[config.mk]
export PLATFORM = sky130hd
export DESIGN_NAME = sysid_check_ctrl
export DESIGN_NICKNAME = d
export VERILOG_FILES = /design/src/rtl/sysid_check_pkg.sv /design/src/rtl/sysid_check_timer.sv /design/src/rtl/sysid_check_ctrl.sv
export SDC_FILE = /design/constraint.sdc
export NUM_CORES = 1
export LEC_CHECK = 0
export BUFFER_PORTS_ARGS = -buffer_cell sky130_fd_sc_hd__buf_2
export CELL_PAD_IN_SITES_DETAIL_PLACEMENT = 2
export CELL_PAD_IN_SITES_GLOBAL_PLACEMENT = 2
export CORE_ASPECT_RATIO = 0.9
export CORE_MARGIN = 2
export CORE_UTILIZATION = 33
export CTS_CLUSTER_DIAMETER = 40
export DETAILED_ROUTE_END_ITERATION = 10
export PLACE_DENSITY_LB_ADDON = 0.1
export RECOVER_POWER = 100
export SETUP_SLACK_MARGIN = 0.5
export SYNTH_ARGS = -nofsm -noshare
export SYNTH_HDL_FRONTEND = slang
export SYNTH_SLANG_ARGS = --single-unit
[constraint.sdc]
create_clock -name clock -period 2.9 [get_ports clock]
set_clock_uncertainty 0.15 [all_clocks]
set_input_delay 0.29 -clock clock [delete_from_list [all_inputs] [get_ports clock]]
set_output_delay 0.29 -clock clock [all_outputs]
set_load 0.005 [all_outputs]
[src/rtl/sysid_check_pkg.sv]
// Shared definitions for the sysid check sequencer: FSM state encoding,
// Avalon word addresses of the sysid slave, and the timer width helper.
package sysid_check_pkg;

  typedef enum logic [2:0] {
    S_IDLE,
    S_RD_ID,
    S_WAIT_ID,
    S_RD_TS,
    S_WAIT_TS,
    S_CHECK,
    S_FLUSH,
    S_FIN
  } state_t;

  localparam logic ADDR_ID = 1'b0;
  localparam logic ADDR_TS = 1'b1;

  // Width needed for a counter that must reach the value n.
  function automatic int tmr_w(input int n);
    return $clog2(n + 1);
  endfunction

endpackage

[src/rtl/sysid_check_timer.sv]
// Clearable up-counter with terminal-count output.
// Ports:
//   clock, reset_n : clock, async active-low reset
//   clr            : first cycle of a new phase; count treated as 0 this cycle
//   en             : advance the count
//   term           : terminal value (phase length minus one)
//   tc             : current count equals term
module sysid_check_timer #(
  parameter int W = 9
) (
  input  logic         clock,
  input  logic         reset_n,
  input  logic         clr,
  input  logic         en,
  input  logic [W-1:0] term,
  output logic         tc
);

  logic [W-1:0] cnt;
  logic [W-1:0] cur;

  // Clear acts on the current cycle's value so the first cycle of a phase
  // already counts as cycle 0 and a one-cycle phase is possible.
  assign cur = clr ? '0 : cnt;
  assign tc  = (cur == term);

  always_ff @(posedge clock or negedge reset_n) begin
    if (!reset_n)  cnt <= '0;
    else if (en)   cnt <= cur + 1'b1;
  end

endmodule

[src/rtl/sysid_check_ctrl.sv]
// Reads the sysid ID (addr 0) and timestamp (addr 1) over Avalon-MM and
// compares them to build-time values. Runs after reset (AUTO_START) and on
// each start pulse while idle; a read timeout flushes and retries the whole
// sequence up to MAX_RETRY times.
// Ports:
//   clock, reset_n        : clock, async active-low reset
//   start                 : one-cycle run request (ignored while busy)
//   avm_*                 : Avalon-MM read master (pipelined, waitrequest)
//   busy, done            : sequence in progress / one-cycle end pulse
//   pass, *_mismatch,
//   timeout               : result flags, valid when done is high
//   id_value, ts_value    : last captured words
//   retry_count           : retries used by current/last sequence
module sysid_check_ctrl
  import sysid_check_pkg::*;
#(
  parameter logic [31:0] EXPECTED_ID  = 32'hACD51302,
  parameter logic [31:0] EXPECTED_TS  = 32'h59252B95,
  parameter int          TIMEOUT      = 256,
  parameter int          MAX_RETRY    = 3,
  parameter int          FLUSH_CYCLES = 16,
  parameter bit          AUTO_START   = 1'b1
) (
  input  logic        clock,
  input  logic        reset_n,
  input  logic        start,
  output logic        avm_address,
  output logic        avm_read,
  input  logic        avm_waitrequest,
  input  logic [31:0] avm_readdata,
  input  logic        avm_readdatavalid,
  output logic        busy,
  output logic        done,
  output logic        pass,
  output logic        id_mismatch,
  output logic        ts_mismatch,
  output logic        timeout,
  output logic [31:0] id_value,
  output logic [31:0] ts_value,
  output logic [2:0]  retry_count
);

  localparam int TW = tmr_w((TIMEOUT > FLUSH_CYCLES) ? TIMEOUT : FLUSH_CYCLES);

  state_t        state;
  logic          first;      // first cycle of an RD_x or FLUSH phase
  logic          auto_pend;  // post-reset run not yet launched
  logic          tmr_en;
  logic          tmr_tc;
  logic [TW-1:0] tmr_term;

  // One timer serves both the per-read timeout (RD_x + WAIT_x) and FLUSH.
  assign tmr_en   = (state == S_RD_ID) || (state == S_WAIT_ID) ||
                    (state == S_RD_TS) || (state == S_WAIT_TS) ||
                    (state == S_FLUSH);
  assign tmr_term = (state == S_FLUSH) ? TW'(FLUSH_CYCLES - 1) : TW'(TIMEOUT - 1);

  sysid_check_timer #(.W(TW)) u_tmr (
    .clock   (clock),
    .reset_n (reset_n),
    .clr     (first),
    .en      (tmr_en),
    .term    (tmr_term),
    .tc      (tmr_tc)
  );

  always_ff @(posedge clock or negedge reset_n) begin
    if (!reset_n) begin
      state       <= S_IDLE;
      first       <= 1'b0;
      auto_pend   <= AUTO_START;
      avm_address <= ADDR_ID;
      avm_read    <= 1'b0;
      busy        <= 1'b0;
      done        <= 1'b0;
      pass        <= 1'b0;
      id_mismatch <= 1'b0;
      ts_mismatch <= 1'b0;
      timeout     <= 1'b0;
      id_value    <= '0;
      ts_value    <= '0;
      retry_count <= '0;
    end else begin
      done  <= 1'b0;
      first <= 1'b0;
      case (state)
        S_IDLE: if (start || auto_pend) begin
          auto_pend   <= 1'b0;
          pass        <= 1'b0;
          id_mismatch <= 1'b0;
          ts_mismatch <= 1'b0;
          timeout     <= 1'b0;
          retry_count <= '0;
          busy        <= 1'b1;
          avm_read    <= 1'b1;
          avm_address <= ADDR_ID;
          first       <= 1'b1;
          state       <= S_RD_ID;
        end
        S_RD_ID, S_RD_TS, S_WAIT_ID, S_WAIT_TS: begin
          // A response arriving on the last allowed cycle still counts;
          // in RD_x the timeout wins over a late acceptance.
          if ((state == S_WAIT_ID) && avm_readdatavalid) begin
            id_value    <= avm_readdata;
            avm_read    <= 1'b1;
            avm_address <= ADDR_TS;
            first       <= 1'b1;
            state       <= S_RD_TS;
          end else if ((state == S_WAIT_TS) && avm_readdatavalid) begin
            ts_value <= avm_readdata;
            state    <= S_CHECK;
          end else if (tmr_tc) begin
            avm_read <= 1'b0;
            if (retry_count < 3'(MAX_RETRY)) begin
              retry_count <= retry_count + 3'd1;
              first       <= 1'b1;
              state       <= S_FLUSH;
            end else begin
              timeout <= 1'b1;
              done    <= 1'b1;
              state   <= S_FIN;
            end
          end else if ((state == S_RD_ID) && !avm_waitrequest) begin
            avm_read <= 1'b0;
            state    <= S_WAIT_ID;
          end else if ((state == S_RD_TS) && !avm_waitrequest) begin
            avm_read <= 1'b0;
            state    <= S_WAIT_TS;
          end
        end
        S_CHECK: begin
          id_mismatch <= (id_value != EXPECTED_ID);
          ts_mismatch <= (ts_value != EXPECTED_TS);
          pass        <= (id_value == EXPECTED_ID) && (ts_value == EXPECTED_TS);
          done        <= 1'b1;
          state       <= S_FIN;
        end
        // Stragglers from the timed-out read are dropped here, not in WAIT_x.
        S_FLUSH: if (tmr_tc) begin
          avm_read    <= 1'b1;
          avm_address <= ADDR_ID;
          first       <= 1'b1;
          state       <= S_RD_ID;
        end
        S_FIN: begin
          busy  <= 1'b0;
          state <= S_IDLE;
        end
        default: state <= S_IDLE;
      endcase
    end
  end

endmodule

# Yosys cells after proc, flatten, opt, wreduce, memory -nomap -nowiden
# Cells that the tools add are included.
# W data, S select, Z words.
totals:
  regBits: 89
  latchBits: 0
  ramBits: 0
  romBits: 0
  in_bits: 37
  output_inout_bits: 75
  elab_cells: 119
  mem_count: 0
classes:
  n_addsub: 2
  mul: 0
  n_div: 0
  magnitude_cmp: 1
  eq_ne: 23
  shift: 0
  mux: 50
  bitwise: 1
  reduce_logical: 27
op_table:
  columns: ["operator", "n"]
  rows:
  - ["$mux W3", 12]
  - ["$eq A32 B31 Y1 const B", 1]
  - ["$eq A32 B32 Y1 const B", 1]
  - ["$ne A32 B31 Y1 const B", 1]
  - ["$ne A32 B32 Y1 const B", 1]
  - ["$mux W1", 25]
  - ["$ne A2 B2 Y1 const B", 8]
  - ["$pmux W3 S5", 1]
  - ["$eq A3 B3 Y1 const B", 4]
  - ["$pmux W1 S2", 6]
  - ["$reduce_and A6 Y1", 2]
  - ["$add A9 B1 Y9 const B", 1]
  - ["$eq A9 B8 Y1", 1]
  - ["$mux W9", 1]
  - ["$pmux W1 S3", 3]
  - ["$mux W8", 1]
  - ["$reduce_and A2 Y1", 4]
  - ["$eq A3 B2 Y1 const B", 2]
  - ["$ne A6 B6 Y1 const B", 1]
  - ["$pmux W3 S2", 1]
  - ["$reduce_and A3 Y1", 2]
  - ["$reduce_bool A2 Y1", 3]
  - ["$logic_and A1 B1 Y1", 5]
  - ["$logic_or A1 B1 Y1", 5]
  - ["other kinds (12)", 12]

# Depth between registers and ports, before layout
depth:
  depth_word: 8
  ltp_mapped: 9

# Modules after synthesis
# Synthesis repeated with hierarchy kept, for this count alone.
hier_totals:
  hier_cells: 383
  area_unflattened_um2: 4319.1
modules_own_cells:
  columns: ["mod", "n_inst", "cells_each", "area_each_um2"]
  rows:
  - ["sysid_check_ctrl", 1, 301, 3611.0]
  - ["sysid_check_timer", 1, 82, 708.2]

# Least setup slack after synthesis
# Ideal clock, no wire load.
synth_path:
  path_kind: "reg-to-reg"
  startpoint: "register first"
  endpoint: "register done"
  setup_ns: 0.066
  arrival_time_ns: 2.070
  setup_slack_ns: 0.614
  path_stages_with_launch: 9
  path_buffers: 1
  cell_sequence: "dfrtp_1 clkbuf_1 nor2b_1 ha_1 nand4b_1 nor3_2 nand3_2 or4_1 nand2_1"
synth_between:
  elab_chain_cells: 6
synth_rtl:
  columns: ["element", "line_no", "text"]
  rows:
  - ["start, declared", "sysid_check_ctrl.sv:46", "logic first;"]
  - ["start signal, assigned", "sysid_check_ctrl.sv:70", "first <= 1'b0;"]
  - ["start signal, assigned", "sysid_check_ctrl.sv:85", "first <= 1'b0;"]
  - ["start signal, assigned", "sysid_check_ctrl.sv:97", "first <= 1'b1;"]
  - ["$mux W9", "sysid_check_timer.sv:24", "assign cur = clr ? '0 : cnt;"]
  - ["$eq A9 B8 Y1", "sysid_check_timer.sv:25", "assign tc = (cur == term);"]
  - ["$mux W1", "sysid_check_ctrl.sv:112", "end else if (tmr_tc) begin"]
  - ["$mux W1", "sysid_check_ctrl.sv:109", "end else if ((state == S_WAIT_TS) && avm_readdatavalid) begin"]
  - ["$mux W1", "sysid_check_ctrl.sv:103", "if ((state == S_WAIT_ID) && avm_readdatavalid) begin"]
  - ["$pmux W1 S2", "sysid_check_ctrl.sv:86", "case (state)"]
  - ["end signal, assigned", "sysid_check_ctrl.sv:84", "done <= 1'b0;"]
  - ["end signal, assigned", "sysid_check_ctrl.sv:120", "done <= 1'b1;"]
  - ["end signal, assigned", "sysid_check_ctrl.sv:135", "done <= 1'b1;"]
  - ["end, declared", "sysid_check_ctrl.sv:33", "output logic done,"]
# No other way between the ends.
# A chain may end at the register's enable or synchronous reset.

# Worst setup path after layout
layout_path:
  startpoint: "register first"
  endpoint: "register state[0]"
layout_between:
  elab_chain_cells: 6
layout_rtl:
  columns: ["element", "line_no", "text"]
  rows:
  - ["$mux W9 *", "sysid_check_timer.sv:24", null]
  - ["$eq A9 B8 Y1 *", "sysid_check_timer.sv:25", null]
  - ["$mux W3", "sysid_check_ctrl.sv:112", null]
  - ["$mux W3", "sysid_check_ctrl.sv:109", null]
  - ["$mux W3", "sysid_check_ctrl.sv:103", null]
  - ["$pmux W3 S5", "sysid_check_ctrl.sv:86", null]
  - ["end signal, assigned", "sysid_check_ctrl.sv:108", "state <= S_RD_TS;"]
  - ["end signal, assigned", "sysid_check_ctrl.sv:111", "state <= S_CHECK;"]
  - ["end signal, assigned", "sysid_check_ctrl.sv:117", "state <= S_FLUSH;"]
  - ["end, declared", "sysid_check_ctrl.sv:45", "state_t state;"]
# Mark *: on every way between the ends. The rest lies on a longest branch, timed or not.

==> impl_summary.log <==
[metrics] Die H: 109 microns
[metrics] achievable frequency: 390 MHz
[metrics] count of flip-flops with a built-in enable after synthesis: 0
[metrics] cell at the root of the clock tree: clkbuf_16
[metrics] Area growth, synth to finish: 26.0%
[metrics] crit path DAT: 2.64 ns
[metrics] Pre-Repair DR Iteration Count: 3
[metrics] Distinct cells, synth: 49
[metrics] Max Slew Vio Count: 0
[metrics] share of the synthesized area in compound gates (AO/OA/AOI/OAI): 8.09%
[metrics] maximum resistive drop on vdd: 0.000471 V
[metrics] via count: 3204
[metrics] unrepaired setup endpoints after global routing: false
[metrics] Crit Path Max Fanout: 5
[metrics] post-synthesis share of cell area spent on full adders, half adders and majority gates: 0.620%
[metrics] global-route met3 utilization: 5.96%
[metrics] weighted congestion reported at the end of routability-driven placement: 0.741
[metrics] Worst Setup End Kind: register
[metrics] critical path class: reg2reg
[metrics] worst-case headroom to the max-slew limit: 17.1%
[metrics] nets in the synthesized netlist: 380
[metrics] Cells after Synth: 341
[metrics] sequential area share after synthesis: 55.2%
[metrics] number of global-route vias before repair: 3553
[metrics] Die Wd: 121 microns
[metrics] Routed WL: 12000 microns
[metrics] largest net degree at the start of global routing: 48
[metrics] Skew-Pair Late Insertion Delay: 0.34 ns
[metrics] max-cap violations: 0
[metrics] die outline area: 13100 sq um
[metrics] data required time of the worst path: 2.97 ns
[metrics] hpwl dp: 8810 microns
[metrics] first-pass GRT wire length: 19600 microns
[metrics] I/O pin total: 112
[metrics] final instance area: 5090 sq um
[metrics] Post-Synthesis Mean Instance Area: 11.8 sq um
[metrics] core area: 12000 sq um
[metrics] register clock-pin slew on the reported worst setup and hold paths: 0.06 ns
[metrics] transition time of the tightest slew-check pin: 1.24 ns
[metrics] detailed-route DRC error count: 0
[metrics] antenna violation net count after detailed routing: 0
[metrics] most instantiated flip-flop cell in the synthesis netlist: dfrtp_1
[metrics] number of antenna violations at the first check in global routing: 2
[metrics] run status: complete, no violations
[metrics] clock tree from TritonCTS: done
[metrics] count of warnings emitted by yosys: 0
[metrics] Hold Path Class: in2reg
[metrics] standard-cell rows: 38
[metrics] final-stage net count: 502
[metrics] met1 routing resource usage after global routing: 23.9%
[metrics] final global-route overflow total: 0
[metrics] number of storage elements in the synthesis netlist: 89
[metrics] Area after DPL: 4830 sq um
[metrics] ratio of total power to cell area: 1100 nW/um^2
[metrics] grt peak-use layer: met2
[metrics] Synth Area in XOR/XNOR: 0.217%
[metrics] count of endpoints failing setup in the final report: 0
[metrics] initial drt markers: 111
[metrics] effective utilization at floorplan: 33.7%
[metrics] H-tree depth reported by CTS: 3
[metrics] met2 Use GR: 33.0%
[metrics] simple logic cell fraction of the synthesized area: 15.2%
[metrics] Min Clock Period, post-route: 2.57 ns
[metrics] multiplexer share of the synthesized area: 18.3%
[metrics] detailed-route wire length per cell: 19.0 microns
[metrics] main combinational cell family by area after synthesis: multiplexers
[metrics] number of sinks handled by clock tree synthesis: 89
[metrics] static leakage: 2.19 nW
[metrics] share of final-layout standard cells stronger than drive strength 1: 33.8%
[metrics] average via count per standard cell: 5.09
[metrics] total negative slack: 0 ns
[metrics] all-layer global routing usage: 19.5%
[metrics] IO Port Bufs: 111
[metrics] final clock period utilization by the worst path: 88.5%
[metrics] async set-or-reset flop fraction in the synthesized netlist: 100%
[metrics] Final Hold Viols: 0
[metrics] Critical Path Start Type: register
[metrics] number of buffers created by CTS: 9
[metrics] Cell Area, Synth: 4040 sq um
[metrics] worst-case clock buffer depth: 2
final timing paths:
path	from	to	slack, ns	depth (start not counted)
max	first	state[0]	0.33	8
min	avm_readdata[26]	ts_value[26]	0.03	2
min reg2reg	avm_address	avm_address	0.35	2
min in group asynchronous	reset_n	done	0.59	2
max reg2reg	first	state[0]	0.33	8
max in group asynchronous	reset_n	timeout	0.84	3
cells in the final DEF (no fill, tap or decap), types with 4 or more instances in the layout:
cell type   n
o22ai_1     4
nand2_1    33
a21oi_1    17
nor2b_1     5
mux2_2     64
nand4_1     5
buf_4       5
clkbuf_1   57
nand2b_1    5
nor3_1      7
buf_2      57
clkbuf_16   9
nor4bb_1    6
nor2_1     20
dfrtp_1    86
nand3_1     5
o21ai_0    16
cell usage after synthesis, types with 2 or more instances:
cell	number	share of area, %
clkbuf_1	8	0.74
nor3_1	6	0.74
or3_4	2	0.56
nor4b_1	3	0.65
nand2_1	33	3.1
o31ai_1	3	0.56
nor4bb_1	6	1.5
a21oi_1	17	2.1
o21ai_1	2	0.25
nand3b_1	2	0.37
buf_2	6	0.74
nor4_1	3	0.46
ha_1	2	0.62
o22ai_1	4	0.62
dfrtp_1	88	55
buf_6	2	0.56
and2_1	3	0.46
inv_1	3	0.28
nand4_1	5	0.77
nor2b_1	5	0.77
nand2b_1	5	0.77
and4b_1	2	0.50
nor2_1	20	1.9
nand3_1	5	0.62
mux2i_1	2	0.50
mux2_2	64	18
o21ai_0	16	2.0
a31oi_1	3	0.46
flip-flops by register name, summed over array words and instances, names as in the netlist:
name and flops:
id_value 32, ts_value 32, u_tmr.cnt 9, retry_count 3, state 3, auto_pend 1, avm_address 1, avm_read 1
busy 1, done 1, first 1, id_mismatch 1, pass 1, timeout 1, ts_mismatch 1
worst max-delay path: stages (launching register included):
cell,delay [ns]
dfrtp_1,0.42
nor2b_1,0.25
ha_4,0.21
nand4b_1,0.12
nor3_1,0.47
and3_1,0.34
o21ai_0,0.18
o22ai_1,0.24
a21oi_1,0.07
kinds of logic (layout without fill, tap and decap cells):
kind of cell               after synthesis  in the layout
muxes                                   66             66
xor gates and xnor gates                 1              1
buffers and inverters                   19            146
and+or+nand+nor                        110            110
DFF                                     89             89
adders and majority gates                2              2
AOI/OAI and AO/OA                       54             54
other                                    0              1
metrics by stage:
step | util [%] | hold WS (ns) | power (mW) | cells | worst slack, ns
after global routing | 42.4 | 0.0242 | 6.08 | 628 | 0.200
final | 42.4 | 0.0335 | 5.62 | 629 | 0.333
after floorplan | - | -0.156 | 3.47 | 341 | 0.614
after global placement | 40.3 | 0.212 | 4.42 | 609 | 0.600
after detailed placement | 40.3 | 0.212 | 4.53 | 609 | 0.481
after CTS | 43.0 | 0.0196 | 5.81 | 626 | 0.510
what timing repair did:
action / in CTS / in global routing
hold buffers: 1 / 0
endpoints found under the setup margin: 4 / 13
hold endpoints to repair: 43 / 0
resized for setup: 0 / 8
setup buffers: 0 / 2
pin swaps: 1 / 4
gates cloned: 0 / 0
routing by layer:
metal,vias up,wire (microns)
met5,-,13
met4,2,196
met3,18,621
met2,62,6110
met1,1634,5010
li1,1488,-
power by group:
| part | internal (mW) | switching [mW] |
|---|---|---|
| clock | 0.702 | 0.514 |
| combinational | 1.04 | 1.03 |
| sequential | 1.81 | 0.522 |
| total | 3.55 | 2.07 |
final cells by class:
type	count	area, sq um
Clock buffer	10	239
Sequential cell	89	2230
Timing Repair Buffer	127	597
Inverter	3	11.3
Antenna cell	1	2.50
Tap cell	160	200
Clock inverter	6	76.3
Multi-Input combinational cell	233	1730
Fill cell	1295	6900
Power figures use the tool's default switching activity.
